## config.mk

```make
export PLATFORM = sky130hd
export DESIGN_NAME = instr_fetch_ctrl
export DESIGN_NICKNAME = d
export VERILOG_FILES = /design/src/rtl/cpu_pkg.sv /design/src/rtl/instr_fetch_ctrl.sv
export SDC_FILE = /design/constraint.sdc
export NUM_CORES = 1
export LEC_CHECK = 0
export CAP_MARGIN = 20
export CORE_MARGIN = 2
export CORE_UTILIZATION = 41
export CTS_CLUSTER_SIZE = 28
export DETAILED_ROUTE_END_ITERATION = 8
export DONT_BUFFER_PORTS = 1
export GPL_TIMING_DRIVEN = 0
export PLACE_DENSITY = 0.64
export SYNTH_ARGS = -nofsm -noshare
export SYNTH_HDL_FRONTEND = slang
export SYNTH_SLANG_ARGS = --single-unit
```

## constraint.sdc

```tcl
create_clock -name clk -period 2.2 [get_ports clk]
set_input_delay 0.66 -clock clk [delete_from_list [all_inputs] [get_ports clk]]
set_output_delay 0.66 -clock clk [all_outputs]
set_load 0.02 [all_outputs]
```

## src/rtl/cpu_pkg.sv

```systemverilog
// Shared definitions for the 16-bit core: PC update opcodes, default widths
// and the fetch sequencer state encoding.
package cpu_pkg;

    localparam int ADDR_W_DEF = 16;
    localparam int DATA_W_DEF = 16;

    localparam logic [1:0] PC_HOLD   = 2'b00;
    localparam logic [1:0] PC_INC1   = 2'b01;
    localparam logic [1:0] PC_INC2   = 2'b10;
    localparam logic [1:0] PC_BRANCH = 2'b11;

    typedef enum logic [2:0] {
        ST_IDLE  = 3'd0,
        ST_REQ   = 3'd1,
        ST_WAIT  = 3'd2,
        ST_HOLD  = 3'd3,
        ST_ADV   = 3'd4,
        ST_DRAIN = 3'd5
    } fetch_state_e;

endpackage

```

## src/rtl/instr_fetch_ctrl.sv

```systemverilog
// Fetch sequencer: one memory read per instruction, hands the word to decode
// and steers the PC (+1, +2 or +offset), dropping responses made stale by a branch.
module instr_fetch_ctrl
    import cpu_pkg::*;
#(
    parameter int ADDR_W = ADDR_W_DEF,
    parameter int DATA_W = DATA_W_DEF
) (
    input  logic              clk,
    input  logic              reset,
    input  logic [ADDR_W-1:0] pc_in,
    output logic              PC_enable,
    output logic [1:0]        PC_op,
    output logic [ADDR_W-1:0] offset,
    output logic              mem_req,
    output logic [ADDR_W-1:0] mem_addr,
    input  logic [DATA_W-1:0] mem_rdata,
    input  logic              mem_rvalid,
    output logic [DATA_W-1:0] instr_out,
    output logic [ADDR_W-1:0] instr_pc,
    output logic              instr_valid,
    input  logic              instr_ready,
    input  logic              skip_take,
    input  logic              branch_take,
    input  logic [ADDR_W-1:0] branch_offset
);

    // Decode handshake: a word transfers on a clock where instr_valid & instr_ready;
    // once raised, instr_valid, instr_out and instr_pc hold until that transfer.
    fetch_state_e      state_q, state_d;
    logic              drop_q, drop_d;
    logic              pc_en_q, pc_en_d;
    logic [1:0]        pc_op_q, pc_op_d;
    logic [ADDR_W-1:0] offset_q, offset_d;
    logic [DATA_W-1:0] instr_out_q, instr_out_d;
    logic [ADDR_W-1:0] instr_pc_q, instr_pc_d;
    logic              instr_valid_q, instr_valid_d;

    always_comb begin
        state_d       = state_q;
        drop_d        = drop_q;
        pc_en_d       = pc_en_q;
        pc_op_d       = pc_op_q;
        offset_d      = offset_q;
        instr_out_d   = instr_out_q;
        instr_pc_d    = instr_pc_q;
        instr_valid_d = instr_valid_q;

        unique case (state_q)
            ST_IDLE: state_d = ST_REQ;
            ST_REQ, ST_WAIT, ST_HOLD: begin
                if (branch_take) begin
                    pc_en_d       = 1'b1;
                    pc_op_d       = PC_BRANCH;
                    offset_d      = branch_offset;
                    instr_valid_d = 1'b0;
                    state_d       = ST_ADV;
                    // A request issued but not yet answered must be swallowed later.
                    if (state_q == ST_REQ || (state_q == ST_WAIT && !mem_rvalid)) begin
                        drop_d = 1'b1;
                    end
                end else if (state_q == ST_REQ) begin
                    state_d = ST_WAIT;
                end else if (state_q == ST_WAIT) begin
                    if (mem_rvalid) begin
                        instr_out_d   = mem_rdata;
                        instr_pc_d    = pc_in;
                        instr_valid_d = 1'b1;
                        state_d       = ST_HOLD;
                    end
                end else if (instr_ready) begin
                    instr_valid_d = 1'b0;
                    pc_en_d       = 1'b1;
                    pc_op_d       = skip_take ? PC_INC2 : PC_INC1;
                    state_d       = ST_ADV;
                end
            end
            ST_ADV: begin
                pc_en_d = 1'b0;
                pc_op_d = PC_HOLD;
                // A stale response landing during ADV already settles the drop.
                if (drop_q && !mem_rvalid) begin
                    state_d = ST_DRAIN;
                end else begin
                    drop_d  = 1'b0;
                    state_d = ST_REQ;
                end
            end
            ST_DRAIN: begin
                if (mem_rvalid) begin
                    drop_d  = 1'b0;
                    state_d = ST_REQ;
                end
            end
            default: state_d = ST_IDLE;
        endcase
    end

    always_ff @(posedge clk or posedge reset) begin
        if (reset) begin
            state_q       <= ST_IDLE;
            drop_q        <= 1'b0;
            pc_en_q       <= 1'b0;
            pc_op_q       <= PC_HOLD;
            offset_q      <= '0;
            instr_out_q   <= '0;
            instr_pc_q    <= '0;
            instr_valid_q <= 1'b0;
        end else begin
            state_q       <= state_d;
            drop_q        <= drop_d;
            pc_en_q       <= pc_en_d;
            pc_op_q       <= pc_op_d;
            offset_q      <= offset_d;
            instr_out_q   <= instr_out_d;
            instr_pc_q    <= instr_pc_d;
            instr_valid_q <= instr_valid_d;
        end
    end

    // Address is taken live in REQ so it reflects the PC update made during ADV.
    assign mem_req     = (state_q == ST_REQ);
    assign mem_addr    = (state_q == ST_REQ) ? pc_in : '0;
    assign PC_enable   = pc_en_q;
    assign PC_op       = pc_op_q;
    assign offset      = offset_q;
    assign instr_out   = instr_out_q;
    assign instr_pc    = instr_pc_q;
    assign instr_valid = instr_valid_q;

endmodule

```

==> metrics.md, run 1 <==
| Metric | Value |
|---|---|
| HPWL Detailed | 3960 µm |
| P_leak | 1.25 nW |
| CTS root buf | clkbuf_8 |
| H-tree depth | 2 |
| Setup Skew | 0.00961 ns |
| CP required | 1.54 ns |
| RSZ-0062 raised after global routing | false |
| CP Launch Type | flop |
| Initial antenna violation count | 0 |
| Drt pass-1 iters | 4 |
| Syn Nets | 226 |
| Total track usage | 0.163 |
| Routability cong. | 0.862 |
| Clock Tree Buf Depth | 2 |
| Initial drt markers | 47 |
| Status | finished clean |
| Fin Hold WS | 0.306 ns |
| Most frequent cells in the layout | dfrtp_1 (56), mux2_1 (24), mux2_2 (24) |
| Clock Latency Late Sink | 0.31 ns |
| # hold bufs at CTS | 0 |
| Slew Viols, Final | 0 |
| Sequential-to-total area share from yosys stat | 0.582 |
| First-pass GRT wire length | 7900 µm |
| Vias per inst | 5.59 |
| Avg WL per Cell | 20.4 µm |
| Num Clock Sinks | 56 |
| Port Buffers | 0 |
| Synthesis-stage register bit count | 56 |
| Worst EP arrival | 1.49 ns |
| Top_reg_cell synth | dfrtp_1 |
| Clock buffer count from CTS | 5 |
| Remaining DRCs | 0 |
| Die span in y | 80.6 µm |
| Final setup viols | 0 |
| FMAX | 0.466 GHz |
| Final hold vios | 0 |
| Post-synth EDFFs | 0 |
| Routed vias | 1437 |
| Maximum VDD drop | 0.640 mV |
| Commonest non-fill, non-tap cell in the layout | dfrtp_1 |
| Core area | 5570 µm² |
| Crit-path max FO | 10 |
| Post-route cell area | 2680 µm² |
| Vias in the first global route | 1534 |
| Post-Syn Area per Cell | 14.0 µm² |
| Critical path cell sequence | buf_2 > nand2b_1 > nor2_1 |
| Post-Syn Area | 2410 µm² |
| CP max-delay cell | dfrtp_1 |
| Final critical-path share of the clock period | 0.975 |
| RR Startpoint | state_q[2] |
| Area Overhead vs Synth | 11.2% |
| Max-Cap Viols | 0 |
| Synth warnings | 0 |
| Reg-to-reg critical path endpoint | instr_out[11] |
| Die width | 80.6 µm |
| Clock Pin Slew Worst Setup and Hold Paths | 0.10 ns |
| Largest net degree at the start of global routing | 30 |
| Reg2reg path depth | 4 |
| Critical Path Sink Type | primary output |
| Synth cell types | 30 |
| N_diodes | 0 |
| Slew headroom | 0.594 |
| Post-route ant nets | 0 |
| Asr flop ratio synth | 1.00 |
| Crit-path max cell delay | 0.48 ns |
| Post-Route WL | 5260 µm |
| Share of cells above drive strength 1 | 0.362 |
| Full die area | 6500 µm² |
| Row cnt | 27 |
| Grt ovf | 0 |
| Cell count after synthesis | 172 |
| P per Cell Area | 1610 nW/µm² |
| Setup CP Type | flop to primary output |
| Starting density of the core | 0.432 |
| Dpl cell area | 2520 µm² |
| Worst Hold Class | input port to async pin |
| Slew @ Worst Pin | 0.608 ns |
| Final nets | 238 |
| CTS tree | built |
| Post-layout min period | 2.15 ns |
| Total I/O pin count | 123 |
| R2R setup slack | 0.58 ns |
sequential cells by signal (all words and copies together) (netlist names):
register / count
instr_out: 16
instr_pc: 16
offset: 16
state_q: 3
PC_op: 2
PC_enable: 1
drop_q: 1
instr_valid: 1
cells in the mapped netlist (2+ instances only):
| master | number | area share |
|---|---|---|
| a21o_1 | 2 | 0.0062 |
| a21oi_1 | 3 | 0.0062 |
| and3_1 | 17 | 0.044 |
| buf_2 | 4 | 0.0083 |
| buf_6 | 4 | 0.019 |
| clkbuf_1 | 2 | 0.0031 |
| dfrtp_1 | 56 | 0.58 |
| inv_1 | 3 | 0.0047 |
| mux2_1 | 24 | 0.11 |
| mux2_2 | 24 | 0.11 |
| mux2i_1 | 2 | 0.0083 |
| nand2_1 | 4 | 0.0062 |
| nand2b_4 | 2 | 0.011 |
| nor2_1 | 4 | 0.0062 |
| nor2b_1 | 3 | 0.0078 |
| nor3_4 | 2 | 0.014 |
| o21a_1 | 2 | 0.0062 |
| o21ai_0 | 2 | 0.0042 |
routing by layer:
metal / track usage / part of all wire / up-vias
li1: - / - / 632
met3: 0.0562 / 0.069 / 10
met2: 0.283 / 0.53 / 71
met4: 0.0610 / 0.021 / 0
met5: 0 / 0 / -
met1: 0.183 / 0.38 / 724
layout make-up:
class	instances	area, µm²
Buffer	10	82.6
Clock buffer	6	82.6
Clock inverter	2	10.0
Fill cell	493	2900
Inverter	4	18.8
Multi-Input combinational cell	102	940
Sequential cell	56	1400
Tap cell	72	90.1
Timing Repair Buffer	5	50.0
worst max path at each step:
stage,start,endpoint
finish,state_q[2],mem_req
global route,state_q[2],mem_req
CTS,state_q[1],mem_addr[11]
detailed placement,state_q[2],mem_addr[1]
global placement,reset,drop_q
floorplan,reset,PC_enable
power breakdown:
| part | internal (mW) | switching, mW | leakage [nW] | total [mW] |
|---|---|---|---|---|
| sequential | 1.52 | 0.952 | 0.692 | 2.47 |
| clock | 0.252 | 0.320 | 0.0510 | 0.573 |
| combinational | 0.618 | 0.636 | 0.506 | 1.25 |
kinds of logic after synthesis:
logic type      share of synthesized area
flops                               0.582
mux                                 0.233
simple gates                        0.102
compound gates                     0.0463
buf+inv                            0.0364
critical path, delay by kind of cell (launching register included):
family / cells / cell delay [ns]
flops: 1 / 0.48
simple gates: 2 / 0.49
buf+inv: 1 / 0.22
what timing repair did:
action                                  CTS  global route
setup buffers                             1             3
resized for setup                        17             4
endpoints found under the setup margin   12            12
per-stage QoR:
stage / setup TNS (ns) / worst slack (ns) / power, mW / std cells / utilization
finish: 0 / 0.0546 / 4.30 / 257 / 0.480
CTS: 0 / 0.0106 / 4.30 / 254 / 0.475
global route: 0 / 0.00279 / 4.53 / 257 / 0.480
floorplan: 0 / 0.169 / 3.33 / 172 / -
global placement: -12.07 / -0.218 / 3.55 / 244 / 0.448
detailed placement: -0.0230 / -0.0146 / 3.66 / 245 / 0.451
No activity file was read; power rests on OpenSTA's default activity.
==> run 2, diff against run 1 <==
--- a/config.mk
+++ b/config.mk
@@ -8,11 +8,13 @@
 export CAP_MARGIN = 20
 export CORE_MARGIN = 2
 export CORE_UTILIZATION = 41
+export CTS_CLUSTER_DIAMETER = 30
 export CTS_CLUSTER_SIZE = 28
 export DETAILED_ROUTE_END_ITERATION = 8
 export DONT_BUFFER_PORTS = 1
 export GPL_TIMING_DRIVEN = 0
 export PLACE_DENSITY = 0.64
+export SKIP_LAST_GASP = 1
 export SYNTH_ARGS = -nofsm -noshare
 export SYNTH_HDL_FRONTEND = slang
 export SYNTH_SLANG_ARGS = --single-unit
==> results of run 2 <==
Final layout, timing and power as in run 1 (identical DEF).
